File: config.mk
export PLATFORM = sky130hd
export DESIGN_NAME = fetch_sequencer_flat
export DESIGN_NICKNAME = d
export VERILOG_FILES = /design/src/rtl/fetch_seq_pkg.sv /design/src/rtl/fetch_sequencer_if.sv /design/src/rtl/fetch_timeout_counter.sv /design/src/rtl/fetch_sequencer.sv /design/src/flat_wrapper.sv
export SDC_FILE = /design/constraint.sdc
export NUM_CORES = 1
export LEC_CHECK = 0
export ABC_AREA = 1
export CAP_MARGIN = 20
export CORE_AREA = 5 5 42 44
export DETAILED_ROUTE_END_ITERATION = 16
export DIE_AREA = 0 0 47 49
export PLACE_DENSITY_LB_ADDON = 0.25
export RECOVER_POWER = 50
export SYNTH_ARGS = -nofsm -noshare
export SYNTH_HDL_FRONTEND = slang
export SYNTH_SLANG_ARGS = --single-unit
File: constraint.sdc
create_clock -name CLOCK -period 2.35 [get_ports CLOCK]
set_input_delay 0.5875 -clock CLOCK [delete_from_list [all_inputs] [get_ports CLOCK]]
set_output_delay 0.5875 -clock CLOCK [all_outputs]
set_load 0.01 [all_outputs]
File: src/rtl/fetch_seq_pkg.sv
// rtl/fetch_seq_pkg.sv - state encodings, widths and Moore output decode shared by the fetch sequencer
package fetch_seq_pkg;

    localparam int STATE_WIDTH   = 3;
    localparam int TIMEOUT_WIDTH = 8;

    localparam logic [STATE_WIDTH-1:0] ST_IDLE  = 3'd0;
    localparam logic [STATE_WIDTH-1:0] ST_ADDR  = 3'd1;
    localparam logic [STATE_WIDTH-1:0] ST_REQ   = 3'd2;
    localparam logic [STATE_WIDTH-1:0] ST_LOAD  = 3'd3;
    localparam logic [STATE_WIDTH-1:0] ST_START = 3'd4;
    localparam logic [STATE_WIDTH-1:0] ST_WAIT  = 3'd5;
    localparam logic [STATE_WIDTH-1:0] ST_FAULT = 3'd6;

    typedef enum logic [STATE_WIDTH-1:0] {
        S_IDLE  = ST_IDLE,
        S_ADDR  = ST_ADDR,
        S_REQ   = ST_REQ,
        S_LOAD  = ST_LOAD,
        S_START = ST_START,
        S_WAIT  = ST_WAIT,
        S_FAULT = ST_FAULT
    } state_e;

    typedef struct packed {
        logic pc_enable;
        logic pc_count;
        logic mar_load;
        logic mem_req;
        logic mem_enable;
        logic ir_load;
        logic exec_start;
        logic busy;
        logic fault;
    } strobes_t;

    // Each state owns at most one bus driver; PC and memory never share a state.
    function automatic strobes_t decode_state(state_e s);
        strobes_t o;
        o      = '0;
        o.busy = (s != S_IDLE);
        case (s)
            S_ADDR: begin
                o.pc_enable = 1'b1;
                o.mar_load  = 1'b1;
            end
            S_REQ:   o.mem_req = 1'b1;
            S_LOAD: begin
                o.mem_enable = 1'b1;
                o.ir_load    = 1'b1;
                o.pc_count   = 1'b1;
            end
            S_START: o.exec_start = 1'b1;
            S_FAULT: o.fault      = 1'b1;
            default: ;
        endcase
        return o;
    endfunction

endpackage

File: src/rtl/fetch_sequencer_if.sv
// rtl/fetch_sequencer_if.sv - handshake inputs and register strobes between the sequencer and the fetch datapath
interface fetch_sequencer_if;

    logic RUN;
    logic HALT_REQ;
    logic MEM_ACK;
    logic EXEC_DONE;
    logic PC_ENABLE;
    logic PC_COUNT;
    logic MAR_LOAD;
    logic MEM_REQ;
    logic MEM_ENABLE;
    logic IR_LOAD;
    logic EXEC_START;
    logic BUSY;
    logic FAULT;
    logic [fetch_seq_pkg::STATE_WIDTH-1:0] STATE;

    modport master (
        input  RUN, HALT_REQ, MEM_ACK, EXEC_DONE,
        output PC_ENABLE, PC_COUNT, MAR_LOAD, MEM_REQ, MEM_ENABLE,
               IR_LOAD, EXEC_START, BUSY, FAULT, STATE
    );

    modport slave (
        output RUN, HALT_REQ, MEM_ACK, EXEC_DONE,
        input  PC_ENABLE, PC_COUNT, MAR_LOAD, MEM_REQ, MEM_ENABLE,
               IR_LOAD, EXEC_START, BUSY, FAULT, STATE
    );

endinterface

File: src/rtl/fetch_timeout_counter.sv
// rtl/fetch_timeout_counter.sv - saturating count of unacknowledged REQ cycles with an expiry flag
module fetch_timeout_counter
    import fetch_seq_pkg::*;
#(
    parameter int LIMIT = 255
) (
    input  logic clk_i,
    input  logic rst_ni,
    input  logic clear_i,
    input  logic en_i,
    output logic expired_o
);

    localparam logic [TIMEOUT_WIDTH:0] LIMIT_W = (TIMEOUT_WIDTH + 1)'(LIMIT);

    logic [TIMEOUT_WIDTH-1:0] cnt_q;
    logic [TIMEOUT_WIDTH-1:0] cnt_d;

    always_comb begin
        cnt_d = cnt_q;
        if (clear_i) begin
            cnt_d = '0;
        end else if (en_i && (cnt_q != '1)) begin
            cnt_d = cnt_q + 1'b1;
        end
    end

    always_ff @(posedge clk_i or negedge rst_ni) begin
        if (!rst_ni) begin
            cnt_q <= '0;
        end else begin
            cnt_q <= cnt_d;
        end
    end

    // Flags the miss that brings the count to LIMIT on this edge, so an ack in that cycle still wins.
    assign expired_o = en_i && (({1'b0, cnt_q} + 1'b1) >= LIMIT_W);

endmodule

File: src/rtl/fetch_sequencer.sv
// rtl/fetch_sequencer.sv - instruction-fetch control FSM; FETCH_TIMEOUT_EN adds the REQ timeout and FAULT state
module fetch_sequencer
    import fetch_seq_pkg::*;
#(
    parameter int BUS_WIDTH      = 16,
    parameter int TIMEOUT_CYCLES = 255
) (
    input  logic               CLOCK,
    input  logic               RESET,
    fetch_sequencer_if.master  bus
);

    if ((BUS_WIDTH < 1) || (TIMEOUT_CYCLES < 1) || (TIMEOUT_CYCLES > 255)) begin : g_param_check
        $error("fetch_sequencer: BUS_WIDTH must be positive and TIMEOUT_CYCLES within 1..255");
    end

    state_e   state_q;
    state_e   state_d;
    strobes_t out_q;
    logic     timeout_hit;

`ifdef FETCH_TIMEOUT_EN
    fetch_timeout_counter #(
        .LIMIT (TIMEOUT_CYCLES)
    ) u_timeout (
        .clk_i     (CLOCK),
        .rst_ni    (RESET),
        .clear_i   (state_q == S_ADDR),
        .en_i      ((state_q == S_REQ) && !bus.MEM_ACK),
        .expired_o (timeout_hit)
    );
`else
    assign timeout_hit = 1'b0;
`endif

    always_comb begin
        state_d = state_q;
        case (state_q)
            S_IDLE:  if (bus.RUN) state_d = S_ADDR;
            S_ADDR:  state_d = S_REQ;
            S_REQ: begin
                if (bus.MEM_ACK) begin
                    state_d = S_LOAD;
                end else if (timeout_hit) begin
                    state_d = S_FAULT;
                end
            end
            S_LOAD:  state_d = S_START;
            S_START: state_d = S_WAIT;
            S_WAIT: begin
                // RUN is only consulted here, so a dropped RUN lets the current instruction finish.
                if (bus.EXEC_DONE) begin
                    state_d = (bus.HALT_REQ || !bus.RUN) ? S_IDLE : S_ADDR;
                end
            end
`ifdef FETCH_TIMEOUT_EN
            S_FAULT: state_d = S_FAULT;
`endif
            default: state_d = S_IDLE;
        endcase
    end

    // Strobes are decoded from the next state so they sit in flops aligned with state_q.
    always_ff @(posedge CLOCK or negedge RESET) begin
        if (!RESET) begin
            state_q <= S_IDLE;
            out_q   <= '0;
        end else begin
            state_q <= state_d;
            out_q   <= decode_state(state_d);
        end
    end

    assign bus.PC_ENABLE  = out_q.pc_enable;
    assign bus.PC_COUNT   = out_q.pc_count;
    assign bus.MAR_LOAD   = out_q.mar_load;
    assign bus.MEM_REQ    = out_q.mem_req;
    assign bus.MEM_ENABLE = out_q.mem_enable;
    assign bus.IR_LOAD    = out_q.ir_load;
    assign bus.EXEC_START = out_q.exec_start;
    assign bus.BUSY       = out_q.busy;
    assign bus.FAULT      = out_q.fault;
    assign bus.STATE      = state_q;

endmodule

File: src/flat_wrapper.sv
// flat-port wrapper written by rule: the top's interface ports become plain ports
module fetch_sequencer_flat import fetch_seq_pkg::*;
#(
    parameter int BUS_WIDTH      = 16,
    parameter int TIMEOUT_CYCLES = 255
)
  (CLOCK, RESET, bus_RUN, bus_HALT_REQ, bus_MEM_ACK, bus_EXEC_DONE, bus_PC_ENABLE, bus_PC_COUNT, bus_MAR_LOAD, bus_MEM_REQ, bus_MEM_ENABLE, bus_IR_LOAD, bus_EXEC_START, bus_BUSY, bus_FAULT, bus_STATE);
  fetch_sequencer_if bus_i ();
  input  logic CLOCK;
  input  logic RESET;
  input wire logic [$bits(bus_i.RUN)-1:0] bus_RUN;
  input wire logic [$bits(bus_i.HALT_REQ)-1:0] bus_HALT_REQ;
  input wire logic [$bits(bus_i.MEM_ACK)-1:0] bus_MEM_ACK;
  input wire logic [$bits(bus_i.EXEC_DONE)-1:0] bus_EXEC_DONE;
  output wire logic [$bits(bus_i.PC_ENABLE)-1:0] bus_PC_ENABLE;
  output wire logic [$bits(bus_i.PC_COUNT)-1:0] bus_PC_COUNT;
  output wire logic [$bits(bus_i.MAR_LOAD)-1:0] bus_MAR_LOAD;
  output wire logic [$bits(bus_i.MEM_REQ)-1:0] bus_MEM_REQ;
  output wire logic [$bits(bus_i.MEM_ENABLE)-1:0] bus_MEM_ENABLE;
  output wire logic [$bits(bus_i.IR_LOAD)-1:0] bus_IR_LOAD;
  output wire logic [$bits(bus_i.EXEC_START)-1:0] bus_EXEC_START;
  output wire logic [$bits(bus_i.BUSY)-1:0] bus_BUSY;
  output wire logic [$bits(bus_i.FAULT)-1:0] bus_FAULT;
  output wire logic [$bits(bus_i.STATE)-1:0] bus_STATE;
  assign bus_i.RUN = bus_RUN;
  assign bus_i.HALT_REQ = bus_HALT_REQ;
  assign bus_i.MEM_ACK = bus_MEM_ACK;
  assign bus_i.EXEC_DONE = bus_EXEC_DONE;
  assign bus_PC_ENABLE = bus_i.PC_ENABLE;
  assign bus_PC_COUNT = bus_i.PC_COUNT;
  assign bus_MAR_LOAD = bus_i.MAR_LOAD;
  assign bus_MEM_REQ = bus_i.MEM_REQ;
  assign bus_MEM_ENABLE = bus_i.MEM_ENABLE;
  assign bus_IR_LOAD = bus_i.IR_LOAD;
  assign bus_EXEC_START = bus_i.EXEC_START;
  assign bus_BUSY = bus_i.BUSY;
  assign bus_FAULT = bus_i.FAULT;
  assign bus_STATE = bus_i.STATE;
  fetch_sequencer #(.BUS_WIDTH(BUS_WIDTH), .TIMEOUT_CYCLES(TIMEOUT_CYCLES)) u_core (.CLOCK(CLOCK), .RESET(RESET), .bus(bus_i));
endmodule
* After elaboration in Yosys (flattened, before gate mapping)
Cells that the tools add are included.
** Operators by class
- Equality and inequality tests :: 10
- Muxes and demuxes :: 11
- Reductions and logical operators :: 4
** Operator list (number)
- 3-bit case mux with 6 select lines :: 1
- 3-bit by 2-bit == test with 1-bit output (second input constant) :: 4
- 3-bit == test (second input constant) :: 4
- 3-bit 2-to-1 mux :: 3
- 3-bit by 1-bit == test with 1-bit output (second input constant) :: 2
- 1-bit 2-to-1 mux :: 6
- 3-bit zero test :: 1
- 3-bit nonzero test :: 1
- 2-bit 2-to-1 mux :: 1
- 1-bit zero test :: 1
- 1-bit logical OR :: 1
** Storage, ports and cells
- Flip-flop bits (word level) :: 11
- Bits of input ports :: 6
- Output and inout bits :: 12
- Word-level logic and storage cells :: 34

* Depth between registers and ports, before layout
- Depth after elaboration :: 7
- Gate-level depth with buffers :: 7
- Depth with buffers taken out :: 7

* Worst setup path after synthesis
No wires, ideal clock.
- Kind :: register to output
- From :: register u_core.bus.IR_LOAD (netlist name)
- To :: output bus_MEM_ENABLE
- Data arrival time :: 553 ps
- Required time :: 1762 ps
- Setup slack :: 1210 ps
- Stages on the path, launching flop included :: 2
- Buffers on the path :: 1
- Path through :: dfrtp_1 buf_4
** RTL lines
- end: declaration :: line flat_wrapper.sv:19 : output wire logic [$bits(bus_i.MEM_ENABLE)-1:0] bus_MEM_ENABLE;

* Worst setup path in the final report
- From :: register u_core.state_q[1], in the netlist u_core.bus.STATE[1]
- To :: output bus_STATE[1]
** RTL lines
- start: declaration :: line fetch_sequencer.sv:17 : state_e state_q;
- start signal: assignment :: line fetch_sequencer.sv:69 : state_q <= state_d;
- end: declaration :: line flat_wrapper.sv:24 : output wire logic [$bits(bus_i.STATE)-1:0] bus_STATE;
No word-level cell between the ends.

==> summary.txt <==
STA
  • RSZ-0062 raised after global routing: false
  • Final worst path period need: 1870 ps
  • Final setup margin: 485 ps
  • Final Skew: 1.90 ps
  • Max Clock Freq: 536 MHz
  • Tcrit/Tclk final: 79.4%
  • Final Hold Fails: 0
  • # setup viols final: 0
  • Slew Limit Fails: 0
  • Setup_tns: 0 ps

Die
  • Std cell rows: 14
  • Die ar.: 2300 um2
  • Die width: 47 um
  • Core ar.: 1400 um2
  • # IOs: 18
  • Initial Util: 28.8%
  • DIE HEIGHT: 49 um

Global route
  • GR Overflow Total: 0
  • Overall global routing resource usage: 8.40%
  • Pin count of the biggest net entering global routing: 10
  • Antenna violations before repair: 0
  • Vias in the first global route: 300
  • First-pass GRT wire length: 1310 um

Run
  • Max_cap viols: 0

Worst setup path
  • Worst path cell trace: clkdlybuf4s50_1
  • Startpoint types: flop
  • Top cell family by delay on the critical path: buffers and inverters
  • Worst Path Class, Setup: flop to primary output
  • CP max FO: 5
  • Endpoint class of the critical path: primary output
  • CP peak stage delay: 570 ps
  • Critical path arrival: 1280 ps
  • Req. time, crit path: 1760 ps
  • Crit path buf inv count: 1
  • Slowest-stage cell, CP: clkdlybuf4s50_1

Synth
  • Post-synth cell types: 14
  • Syn nets: 50
  • Mapped Cells: 44
  • Synth Cell Area: 404 um2
  • Yosys warnings: 0
  • Flops & latches, synth: 9
  • Mapped Avg Cell Area: 9.18 um2
  • Register area share after synthesis: 55.7%

Clock network
  • Worst skew pair latency: 260 ps
  • Setup bufs post-CTS: 0
  • Clock transition at path regs: 60 ps
  • CTS tree: done
  • Clock tree buffer depth: 2
  • H-tree Lvls: 1
  • Hold_buf cts: 0
  • Post-CTS resize count: 0
  • CTS buffer count: 3
  • Clk root buf: clkbuf_4
  • Sink Count: 9

Power
  • Maximum VDD drop: 0.000634 V
  • Net Sw Frac: 37.8%
  • Psw: 0.277 mW
  • Leakage: 0.278 nW
  • Clock network power share: 16.1%
  • Internal power: 0.456 mW
  • Power density over the cells: 1260 nW/um2
  • Flop pwr share: 34.5%
  • Logic pwr share: 49.3%

Placement
  • Place WS: 726 ps
  • IO Port Bufs: 17
  • Detail Placement HPWL: 627 um
  • GP Congestion: 0.799

Route
  • Drt wl/cell: 9.81 um
  • DR DRC count: 0
  • Antenna Violating Nets Remaining: 0
  • Via count: 324
  • DRT iter0 DRCs: 9
  • Vias per cell: 4.15
  • Final WL: 765 um
  • Drt pass-1 iters: 4

Finish
  • Commonest non-fill, non-tap cells in the layout: clkdlybuf4s50_1, nand2_1, dfrtp_1
  • Layout cells sized above 1: 19.4%
  • Fillers: 152
  • Post-layout util: 41.6%
  • Commonest non-fill, non-tap cell in the layout: clkdlybuf4s50_1
  • N_diodes: 0
  • Area Growth Syn to Fin: 44.3%
  • Nets: 69

Worst hold path
  • Worst Hold Class: flop to flop

Run status
  • Outcome: completed
## cell families after synthesis
logic type	synth area share, %
other	0.928
buffers and inverters	11.1
AO/OA/AOI/OAI	3.40
flip-flops	55.7
AND/OR/NAND/NOR	28.8
## cell usage after synthesis
cell	n	area share (%)
conb_1	1	0.93
nand3_2	1	2.5
a21oi_2	1	2.2
inv_2	3	2.8
nand3_1	1	1.2
buf_4	3	5.6
nand2_2	2	3.1
o21ai_1	1	1.2
nor2_4	1	2.8
dfrtp_1	9	56
nand2_1	10	9.3
nor2_2	4	6.2
nor2_1	4	3.7
inv_1	3	2.8
## power by group through the flow
stage / clock (mW) / sequential [mW] / combinational, mW
2_1_floorplan: 0 / 0.279 / 0.204
3_3_place_gp: 0 / 0.258 / 0.387
3_5_place_dp: 0 / 0.257 / 0.388
4_1_cts: 0.123 / 0.254 / 0.389
5_1_grt: 0.139 / 0.262 / 0.406
6_report: 0.118 / 0.253 / 0.362
## metal layers
layer	up-vias	GRT usage [%]	part of all wire, %
met5	-	0	0
met4	0	4.15	0
met3	0	6.64	10
met2	13	12.0	53
met1	148	8.64	36
li1	163	-	-
## metrics by stage
| stage | cell area (um2) | power (mW) | hold WS, ps | cells |
|---|---|---|---|---|
| finish | 583 | 0.733 | 550 | 78 |
| global route | 583 | 0.807 | 607 | 78 |
| CTS | 598 | 0.766 | 557 | 78 |
| detailed placement | 572 | 0.645 | 548 | 74 |
| global placement | 572 | 0.645 | 558 | 74 |
| floorplan | 404 | 0.483 | 292 | 44 |
## layout make-up
class	instances	area, um2	area share [%]
clock buffer	4	26.3	4.51
inverter	6	22.5	3.86
multi-input combinational	26	119	20.4
sequential	9	225	38.6
tap	16	20.0	3.43
timing repair buffer	17	170	29.2
## sequential cells by signal (all words and copies together) (netlist names)
register and flops:
u_core.bus.IR_LOAD 1, u_core.bus.BUSY 1, u_core.bus.STATE 3, u_core.bus.EXEC_START 1
u_core.bus.PC_ENABLE 1, u_core.bus.FAULT 1, u_core.bus.MEM_REQ 1
## worst paths after layout
kind	start	to	slack [ps]	cells after the start
max in group asynchronous	RESET	u_core.bus.PC_ENABLE	1390	1
min reg2reg	u_core.bus.STATE[2]	u_core.bus.EXEC_START	550	1
max reg2reg	u_core.bus.STATE[1]	u_core.bus.MEM_REQ	1250	6
max	u_core.bus.STATE[1]	bus_STATE[1]	480	1
min in group asynchronous	RESET	u_core.bus.STATE[1]	680	1
min	u_core.bus.STATE[2]	u_core.bus.EXEC_START	550	1
No activity file was read; power rests on OpenSTA's default activity.
